`config.mk`:
```
export PLATFORM = sky130hd
export DESIGN_NAME = tick_controller
export DESIGN_NICKNAME = d
export VERILOG_FILES = /design/src/rtl/tick_pkg.sv /design/src/rtl/edge_detect.sv /design/src/rtl/tick_controller.sv
export SDC_FILE = /design/constraint.sdc
export NUM_CORES = 1
export LEC_CHECK = 0
export CORE_ASPECT_RATIO = 1.2
export CORE_MARGIN = 1
export CORE_UTILIZATION = 40
export DETAILED_ROUTE_END_ITERATION = 10
export PLACE_DENSITY = 0.55
export SLEW_MARGIN = 20
export SYNTH_ARGS = -nofsm -noshare
export SYNTH_HDL_FRONTEND = slang
export SYNTH_HIERARCHICAL = 1
export SYNTH_SLANG_ARGS = --single-unit
```
`constraint.sdc`:
```
create_clock -name in_clk -period 6.3 [get_ports in_clk]
set_input_delay 1.26 -clock in_clk [delete_from_list [all_inputs] [get_ports in_clk]]
set_output_delay 1.26 -clock in_clk [all_outputs]
set_load 0.1 [all_outputs]
```
`src/rtl/tick_pkg.sv`:
```
// Shared types and default constants for the tick scheduler.
// No logic; compile-time only.
// No flow control.
package tick_pkg;

   typedef enum logic {
      ST_PAUSED  = 1'b0,
      ST_RUNNING = 1'b1
   } state_t;

   localparam int RATE_W    = 2;
   localparam int CNT_W_DEF = 27;
   localparam int DIV0_DEF  = 100_000_000;
   localparam int DIV1_DEF  = 50_000_000;
   localparam int DIV2_DEF  = 25_000_000;
   localparam int DIV3_DEF  = 12_500_000;

endpackage

```
`src/rtl/edge_detect.sv`:
```
// Rising-edge detector on an already-synchronized level.
// Latency: combinational pulse in the cycle the level first reads high.
// No backpressure; the prev register resets high so a held input never fires.
module edge_detect (
   input  logic i_clk,
   input  logic i_reset,
   input  logic i_level,
   output logic o_rise
);

   logic r_prev;

   // Remember last cycle's level; reset high to mask buttons held through reset.
   always_ff @(posedge i_clk) begin
      if (i_reset) begin
         r_prev <= 1'b1;
      end else begin
         r_prev <= i_level;
      end
   end

   assign o_rise = i_level & ~r_prev;

endmodule

```
`src/rtl/tick_controller.sv`:
```
// Run/pause/single-step tick scheduler with four selectable divide rates.
// Latency: step tick 1 cycle after the step edge; first run tick DIV cycles after the run edge.
// No backpressure; tick is a one-cycle enable and out_clk toggles on every tick.
module tick_controller
   import tick_pkg::*;
#(
   parameter int CNT_W = CNT_W_DEF,
   parameter int DIV0  = DIV0_DEF,
   parameter int DIV1  = DIV1_DEF,
   parameter int DIV2  = DIV2_DEF,
   parameter int DIV3  = DIV3_DEF
) (
   input  logic              in_clk,
   input  logic              reset,
   input  logic              run_btn,
   input  logic              step_btn,
   input  logic [RATE_W-1:0] rate_sel,
   output logic              tick,
   output logic              out_clk,
   output logic              running,
   output logic [RATE_W-1:0] rate_active
);

   localparam logic [CNT_W-1:0] L_DIV0_M1 = CNT_W'(DIV0 - 1);
   localparam logic [CNT_W-1:0] L_DIV1_M1 = CNT_W'(DIV1 - 1);
   localparam logic [CNT_W-1:0] L_DIV2_M1 = CNT_W'(DIV2 - 1);
   localparam logic [CNT_W-1:0] L_DIV3_M1 = CNT_W'(DIV3 - 1);

   state_t              r_state;
   logic [CNT_W-1:0]    r_cnt;
   logic                r_tick;
   logic                r_out_clk;
   logic [RATE_W-1:0]   r_rate;

   state_t              w_state_nxt;
   logic [CNT_W-1:0]    w_cnt_nxt;
   logic                w_tick_nxt;
   logic                w_out_clk_nxt;
   logic [RATE_W-1:0]   w_rate_nxt;
   logic [CNT_W-1:0]    w_div_m1;
   logic                w_run_rise;
   logic                w_step_rise;

   edge_detect u_run_edge (
      .i_clk   (in_clk),
      .i_reset (reset),
      .i_level (run_btn),
      .o_rise  (w_run_rise)
   );

   edge_detect u_step_edge (
      .i_clk   (in_clk),
      .i_reset (reset),
      .i_level (step_btn),
      .o_rise  (w_step_rise)
   );

   // Terminal count for the rate currently applied to the counter.
   always_comb begin
      w_div_m1 = L_DIV0_M1;
      case (r_rate)
         2'd0:    w_div_m1 = L_DIV0_M1;
         2'd1:    w_div_m1 = L_DIV1_M1;
         2'd2:    w_div_m1 = L_DIV2_M1;
         default: w_div_m1 = L_DIV3_M1;
      endcase
   end

   // Next state, counter, tick and rate; run edges take priority over step edges.
   always_comb begin
      w_state_nxt   = r_state;
      w_cnt_nxt     = '0;
      w_tick_nxt    = 1'b0;
      w_out_clk_nxt = r_out_clk;
      w_rate_nxt    = r_rate;
      case (r_state)
         ST_PAUSED: begin
            // Rate tracks the switches freely while nothing is counting.
            w_rate_nxt = rate_sel;
            if (w_run_rise) begin
               w_state_nxt = ST_RUNNING;
            end else if (w_step_rise) begin
               w_tick_nxt    = 1'b1;
               w_out_clk_nxt = ~r_out_clk;
            end
         end
         default: begin
            if (w_run_rise) begin
               // Pausing wins over a wrap landing in the same cycle.
               w_state_nxt = ST_PAUSED;
            end else if (r_cnt == w_div_m1) begin
               // Rate only changes at a tick boundary so no period is cut short or stretched.
               w_tick_nxt    = 1'b1;
               w_out_clk_nxt = ~r_out_clk;
               w_rate_nxt    = rate_sel;
            end else begin
               w_cnt_nxt = r_cnt + CNT_W'(1);
            end
         end
      endcase
   end

   // State and output registers with synchronous clear.
   always_ff @(posedge in_clk) begin
      if (reset) begin
         r_state   <= ST_PAUSED;
         r_cnt     <= '0;
         r_tick    <= 1'b0;
         r_out_clk <= 1'b0;
         r_rate    <= '0;
      end else begin
         r_state   <= w_state_nxt;
         r_cnt     <= w_cnt_nxt;
         r_tick    <= w_tick_nxt;
         r_out_clk <= w_out_clk_nxt;
         r_rate    <= w_rate_nxt;
      end
   end

   assign tick        = r_tick;
   assign out_clk     = r_out_clk;
   assign running     = (r_state == ST_RUNNING);
   assign rate_active = r_rate;

endmodule

```
==> tab_implementation.tex, run 1 <==
\begin{tabular}{lr}
\hline
Metric & Value \\
\hline
\multicolumn{2}{l}{\textbf{Worst setup path}} \\
Kind of start point of the critical path & register \\
Total buffers and inverters traversed by the critical path & 1 \\
Largest incremental delay on the critical path & 1240 ps \\
Endpoint kind of the worst setup timing path & primary output \\
Crit Path Category & register to primary output \\
Slowest cell on the critical path & clkdlybuf4s50\_1 \\
Req. time, crit path & 5040 ps \\
Cell type group with the largest total delay on the critical path & buffers and inverters \\
Signal arrival time at the worst endpoint & 2160 ps \\
CP Max Fanout & 17 \\
Worst path cell trace & clkdlybuf4s50\_1 \\
\multicolumn{2}{l}{\textbf{Logic synthesis}} \\
Post-Syn Area per Cell & 8.65 sq um \\
Largest family of logic cells by synthesized area & simple AND/OR/NAND/NOR gates \\
Synthesized netlist cell count & 213 \\
Synth Area in Simple Gates & 30.3\% \\
Total standard cell area after synthesis & 1840 sq um \\
Register bit count reported by yosys & 34 \\
Fraction of registers with async set or reset after synthesis & 0\% \\
Portion of the post-synthesis area used by sequential elements & 37.0\% \\
Post-synthesis share of cell area spent on xor and xnor gates & 12.4\% \\
Top\_reg\_cell synth & dfxtp\_1 \\
Post-Synth Adder-Cell Area & 1.36\% \\
Unique cell type count in the Yosys netlist & 48 \\
Compound-gate portion of the synthesized area & 12.5\% \\
Synth Warn \# & 6 \\
EDFF count, synth & 0 \\
Multiplexer area fraction after synthesis & 1.70\% \\
Total nets after synthesis & 221 \\
\multicolumn{2}{l}{\textbf{Floorplan}} \\
Rows & 26 \\
I/O pin count & 11 \\
Effective utilization at floorplan & 42.6\% \\
DIE WIDTH & 63.9 microns \\
Height of the chip & 76.3 microns \\
DIE AREA & 4880 sq um \\
Core Region & 4330 sq um \\
\multicolumn{2}{l}{\textbf{Clock tree}} \\
Post-CTS setup-driven buffer insertion count & 0 \\
Gates resized, CTS repair & 0 \\
TritonCTS clock tree & built \\
Clock insertion delay at the later pin of the skew report & 280 ps \\
Root buf cell & clkbuf\_8 \\
Clock slew at the register clock pins of the worst setup and hold paths & 60 ps \\
Number of sinks on the clock net & 34 \\
Number of buffers added by the clock tree synthesis step & 5 \\
Number of H-tree levels & 2 \\
Clock tree buffer depth & 2 \\
Hold-fix buffers, CTS & 0 \\
\multicolumn{2}{l}{\textbf{Timing}} \\
Number of max-slew violations in the final report & 0 \\
Tightest Pin Transition & 972 ps \\
Worst slew margin relative to its limit & 35.0\% \\
Final Critical Period & 3420 ps \\
Number of hold violations in the final report & 0 \\
Fraction of the cycle the final worst path needs & 54.4\% \\
Max frequency & 292 MHz \\
Setup TNS Final & 0 ps \\
Setup violation total in the final timing report & 0 \\
Setup repair after global routing missed its margin & no \\
Clock skew after layout & 5.68 ps \\
Worst Hold Margin & 454 ps \\
\multicolumn{2}{l}{\textbf{Power}} \\
Logic pwr share & 9.1\% \\
Clock group share of total power & 38.3\% \\
Net switching fraction of the power & 24.7\% \\
Internal power & 0.000320 W \\
Sequential power share & 52.6\% \\
Pwr per Cell Area & 206 nW/um\^{}2 \\
Leakage dissipation & 0.615 nW \\
Switching power of the nets & 0.000105 W \\
Worst VDD drop & 0.145 mV \\
\multicolumn{2}{l}{\textbf{Place}} \\
HPWL reported at the end of detailed placement & 2.75 mm \\
Routability cong. & 0.767 \\
Number of port buffers & 10 \\
\multicolumn{2}{l}{\textbf{Detailed routing}} \\
Iter 0 DRT Violations & 108 \\
Routed vias/inst & 5.35 \\
Routed WL per cell & 13.6 microns \\
Final ANT Viol Nets & 0 \\
Routed via count & 1493 \\
TritonRoute pass-1 iters & 4 \\
Total wirelength of the detailed-routed design & 3.79 mm \\
DRC violation count after routing & 0 \\
\multicolumn{2}{l}{\textbf{Layout}} \\
Nets@finish & 230 \\
Growth of design area from synthesis to finish & 11.8\% \\
Antenna cell count & 0 \\
Layout cells sized above 1 & 11.2\% \\
\multicolumn{2}{l}{\textbf{Min path}} \\
Hold WC Path Type & register to register \\
\multicolumn{2}{l}{\textbf{GRT}} \\
Via count of the first global-routing pass & 1485 \\
Number of antenna violations at the first check in global routing & 0 \\
Global-route congestion overflow total & 0 \\
Pin count of the biggest net entering global routing & 28 \\
Total Routing Usage GR & 17.8\% \\
Wire length of the first global-routing pass & 6.74 mm \\
\multicolumn{2}{l}{\textbf{Job}} \\
Reported max-cap violation count & 0 \\
\multicolumn{2}{l}{\textbf{Status}} \\
Run status & completed \\
\hline
\end{tabular}
## final timing paths
| check | startpoint | endpoint | slack, ps | cells past startpoint |
|---|---|---|---|---|
| max reg2reg | rate_active[1] | r_cnt[14] | 3800 | 6 |
| min | r_cnt[0] | r_cnt[0] | 450 | 1 |
| max | rate_active[0] | rate_active[0] | 2880 | 1 |
| min reg2reg | r_cnt[0] | r_cnt[0] | 450 | 1 |
## cells in the mapped netlist, types with 2 or more instances
master / count / share of area [%]
and4_1: 2 / 0.95
nor2_1: 27 / 5.5
a22o_1: 2 / 0.95
nor3b_1: 2 / 0.81
or3_1: 4 / 1.4
o21ai_0: 5 / 1.4
nand2b_1: 4 / 1.4
ha_1: 2 / 1.4
nand4_1: 3 / 1.0
inv_1: 10 / 2.0
dfxtp_1: 34 / 37
nor4_1: 7 / 2.4
a221oi_1: 2 / 0.95
xnor2_1: 20 / 9.5
o2111ai_1: 2 / 0.95
nor3_1: 5 / 1.4
buf_6: 2 / 1.2
a31oi_1: 2 / 0.68
buf_2: 2 / 0.54
xor2_1: 6 / 2.9
a21oi_1: 3 / 0.81
clkbuf_1: 5 / 1.0
nor2b_1: 8 / 2.7
or2_1: 2 / 0.68
mux2i_1: 2 / 1.1
nand3_1: 9 / 2.4
nand2_1: 10 / 2.0
nor2_2: 10 / 3.4
and3_1: 2 / 0.68
## worst reg2reg max path, cell delays in order (launching register included)
cell,delay [ps]
dfxtp_1,630
nand2b_4,70
or4b_1,500
a311o_1,410
o311ai_4,290
buf_4,370
nor2_1,110
## logic make-up (layout without fill, tap and decap cells)
logic type                 Yosys count  count (layout)
buffers and inverters               19              29
adders and majority gates            2               2
DFF                                 34              34
AOI/OAI and AO/OA                   27              27
muxes                                3               3
xor gates and xnor gates            26              26
and+or+nand+nor                    102             102
## state kept, by name (all words and copies together), names as in the netlist
register and count:
tick 1, u_step_edge/r_prev 1, running 1, u_run_edge/r_prev 1, r_cnt 27, rate_active 2
out_clk 1
## area by class of cell
type                            count  area, sq um
Sequential cell                    34          681
Timing Repair Buffer               11          108
Multi-Input combinational cell    160         1070
Fill cell                         427         2270
Clock buffer                        7         86.3
Inverter                           10         37.5
Tap cell                           56         70.1
Clock inverter                      1         5.00
## cell usage in the layout, fill, tap and decap left out, types with 2 or more instances in the layout
cell type        instances
nand2b_1                 4
dfxtp_1                 34
o2111ai_1                2
clkdlybuf4s50_1         10
ha_1                     2
mux2i_1                  2
clkbuf_8                 6
nand3_1                  9
and3_1                   2
xor2_1                   6
nor2b_1                  8
and4_1                   2
nor3b_1                  2
a31oi_1                  2
o21ai_0                  5
or2_1                    2
xnor2_1                 20
inv_1                   10
nor2_1                  27
nor4_1                   7
nor2_2                  10
nand4_1                  3
a22o_1                   2
nor3_1                   5
a21oi_1                  3
nand2_1                 10
a221oi_1                 2
or3_1                    4
## power by group through the flow
stage	registers, W	logic (W)	clock network [W]
after floorplan	0.000239	0.0000183	0
after detailed placement	0.000228	0.0000390	0
final	0.000223	0.0000386	0.000162
after CTS	0.000223	0.0000391	0.000170
after global placement	0.000228	0.0000384	0
after global routing	0.000224	0.0000417	0.000184
## stage by stage
stage / std cells / utilization, % / total power [W] / setup WS, ps / area, sq um
floorplan: 213 / - / 0.000257 / 3470 / 1840
global placement: 271 / 45.5 / 0.000266 / 3220 / 1970
detailed placement: 271 / 45.5 / 0.000267 / 3200 / 1970
CTS: 279 / 47.6 / 0.000432 / 2880 / 2060
global route: 279 / 47.6 / 0.000449 / 2770 / 2060
finish: 279 / 47.6 / 0.000424 / 2880 / 2060
## metal layers
| layer | vias to the layer above | wire (microns) | GRT usage [%] |
|---|---|---|---|
| li1 | 760 | - | - |
| met2 | 18 | 1830 | 28.9 |
| met1 | 707 | 1780 | 21.8 |
| met5 | - | 0 | 0 |
| met3 | 8 | 100 | 4.94 |
| met4 | 0 | 80 | 7.50 |
No activity file was read; power rests on OpenSTA's default activity.
==> inputs of run 2 (changes only) <==
==> constraint.sdc (replaced) <==
create_clock -name in_clk -period 3.4 [get_ports in_clk]
set_input_delay 0.68 -clock in_clk [delete_from_list [all_inputs] [get_ports in_clk]]
set_output_delay 0.68 -clock in_clk [all_outputs]
set_load 0.1 [all_outputs]
==> tab_implementation.tex, run 2 (synthesized netlist as in run 1, its figures left out) <==
\begin{tabular}{lr}
\hline
Metric & Value \\
\hline
\multicolumn{2}{l}{\textbf{Timing}} \\
Max frequency & 396 MHz \\
Worst slew margin relative to its limit & 35.1\% (+0.13 points) \\
Fin worst setup slack & 874 ps (-2000 ps) \\
Setup TNS Final & 0 ps (unchanged) \\
Fraction of the cycle the final worst path needs & 74.3\% \\
Clock skew after layout & 7.39 ps (+1.71 ps) \\
Number of max-slew violations in the final report & 0 (unchanged) \\
Number of hold violations in the final report & 0 (unchanged) \\
Setup repair after global routing missed its margin & no \\
Tightest Pin Transition & 970 ps (-1.92 ps) \\
Final Critical Period & 2530 ps \\
Setup violation total in the final timing report & 0 (unchanged) \\
\multicolumn{2}{l}{\textbf{GRT}} \\
Wire length of the first global-routing pass & 6.98 mm (+3.5\%) \\
GR peak layer & met2 \\
Number of antenna violations at the first check in global routing & 0 (unchanged) \\
Pin count of the biggest net entering global routing & 28 (unchanged) \\
Global-route congestion overflow total & 0 (unchanged) \\
Via count of the first global-routing pass & 1550 (+4.4\%) \\
Met2 Resource Use GR & 31.6\% (+2.7 points) \\
Total Routing Usage GR & 18.2\% (+0.42 points) \\
Met1 Track Usage GR & 21.4\% (-0.41 points) \\
Global-route track usage on met3 & 4.04\% (-0.90 points) \\
\multicolumn{2}{l}{\textbf{Layout}} \\
Antenna cell count & 0 (unchanged) \\
Most common cell after layout, fill and taps aside & dfxtp\_1 \\
Most frequent cells in the layout & dfxtp\_1 (34), nor2\_1 (27), xnor2\_1 (20) \\
Growth of design area from synthesis to finish & 11.4\% \\
Register with the most flip-flops & r\_cnt \\
Nets@finish & 230 (unchanged) \\
Layout cells sized above 1 & 12.6\% (+1.3 points) \\
Number of standard cells in the layout, taps in and fillers out & 279 (unchanged) \\
Max reg flops & 27 (unchanged) \\
\multicolumn{2}{l}{\textbf{Detailed routing}} \\
DRC violation count after routing & 0 (unchanged) \\
Routed via count & 1549 (+3.8\%) \\
Routed vias/inst & 5.55 (+3.8\%) \\
Final ANT Viol Nets & 0 (unchanged) \\
Routed WL per cell & 14.4 microns (+6.3\%) \\
TritonRoute pass-1 iters & 4 (unchanged) \\
Total wirelength of the detailed-routed design & 4.03 mm (+6.3\%) \\
Iter 0 DRT Violations & 29 (-73\%) \\
\multicolumn{2}{l}{\textbf{Floorplan}} \\
DIE WIDTH & 63.9 microns (unchanged) \\
Rows & 26 (unchanged) \\
Core Region & 4330 sq um (unchanged) \\
I/O pin count & 11 (unchanged) \\
DIE AREA & 4880 sq um (unchanged) \\
Effective utilization at floorplan & 42.6\% (unchanged) \\
Height of the chip & 76.3 microns (unchanged) \\
\multicolumn{2}{l}{\textbf{Clock tree}} \\
Hold-fix buffers, CTS & 0 (unchanged) \\
Clock tree buffer depth & 2 (unchanged) \\
Clock slew at the register clock pins of the worst setup and hold paths & 70 ps (about the same) \\
Number of buffers added by the clock tree synthesis step & 5 (unchanged) \\
Number of sinks on the clock net & 34 (unchanged) \\
Root buf cell & clkbuf\_8 \\
Number of H-tree levels & 2 (unchanged) \\
Clock insertion delay at the later pin of the skew report & 290 ps (about the same) \\
Post-CTS setup-driven buffer insertion count & 0 (unchanged) \\
Gates resized, CTS repair & 0 (unchanged) \\
TritonCTS clock tree & built \\
\multicolumn{2}{l}{\textbf{Place}} \\
Placement Setup Slack & 913 ps (-2280 ps) \\
Placed Instances & 271 (unchanged) \\
Number of port buffers & 10 (unchanged) \\
Routability cong. & 0.835 (+8.8\%) \\
HPWL reported at the end of detailed placement & 2.94 mm (+6.8\%) \\
\multicolumn{2}{l}{\textbf{Power}} \\
Pwr per Cell Area & 388 nW/um\^{}2 (+88\%) \\
Leakage dissipation & 0.620 nW (+0.79\%) \\
Clock group share of total power & 39.0\% (+0.7 points) \\
Logic pwr share & 9.0\% (about the same) \\
Sequential power share & 52.0\% (-0.6 points) \\
Net switching fraction of the power & 25.7\% (+1.0 points) \\
Internal power & 0.000591 W (+85\%) \\
Switching power of the nets & 0.000204 W (+95\%) \\
Worst VDD drop & 0.209 mV (+44\%) \\
\multicolumn{2}{l}{\textbf{Worst setup path}} \\
CP Max Fanout & 27 (+10) \\
Signal arrival time at the worst endpoint & 2690 ps (+530 ps) \\
Crit Path Category & register to register \\
Endpoint kind of the worst setup timing path & register \\
Depth of the worst register-to-register path & 6 (unchanged) \\
Req. time, crit path & 3560 ps (-1480 ps) \\
Kind of start point of the critical path & register \\
\multicolumn{2}{l}{\textbf{Job}} \\
Reported max-cap violation count & 0 (unchanged) \\
\multicolumn{2}{l}{\textbf{Min path}} \\
Hold WC Path Type & register to register \\
Depth of the worst hold-timing path & 1 (unchanged) \\
\multicolumn{2}{l}{\textbf{Status}} \\
Run status & completed \\
\hline
\end{tabular}
run 2: cell types whose count changed in the layout (fill, tap and decap cells not counted), sizes merged:
cell,previous run,this run
buf,1,4
clkdlybuf4s50,10,7
run 2: metrics by stage:
stage               util [%]  instance area, sq um  power (W)  hold WS [ps]
floorplan                  -                  1840   0.000476           417
global placement        45.3                  1960   0.000492           430
global route            47.4                  2050   0.000834           494
detailed placement      45.3                  1960   0.000494           440
finish                  47.4                  2050   0.000796           455
CTS                     47.4                  2050   0.000803           458
run 2: layer usage:
| metal | wire length [microns] | vias to the layer above |
|---|---|---|
| met5 | 0 | - |
| met4 | 72 | 0 |
| met3 | 183 | 9 |
| met2 | 2080 | 44 |
| met1 | 1700 | 737 |
| li1 | - | 759 |
run 2: worst paths after layout:
check	start	to	slack, ps
setup / recovery	rate_active[1]	r_cnt[3]	870
hold / removal	r_cnt[0]	r_cnt[0]	450
setup reg to reg	rate_active[1]	r_cnt[3]	870
hold reg to reg	r_cnt[0]	r_cnt[0]	450
run 2: power by group through the flow:
| stage | combinational, W | clock (W) | sequential [W] |
|---|---|---|---|
| after floorplan | 0.0000339 | 0 | 0.000442 |
| after CTS | 0.0000717 | 0.000318 | 0.000414 |
| after global routing | 0.0000760 | 0.000343 | 0.000415 |
| after detailed placement | 0.0000716 | 0 | 0.000423 |
| final | 0.0000713 | 0.000311 | 0.000414 |
| after global placement | 0.0000702 | 0 | 0.000422 |
run 2: worst max-delay path: stages (launching register included):
cell and delay, ps:
dfxtp_1 640, nand2b_4 90, or4b_1 510, a311o_1 410, o311ai_4 290, buf_4 360
nor2_1 100
run 2: layout make-up:
class                           count  area, sq um
Multi-Input combinational cell    160         1070
Clock buffer                        7         86.3
Sequential cell                    34          681
Tap cell                           56         70.1
Clock inverter                      1         5.00
Fill cell                         439         2270
Inverter                           10         37.5
Timing Repair Buffer               11          100
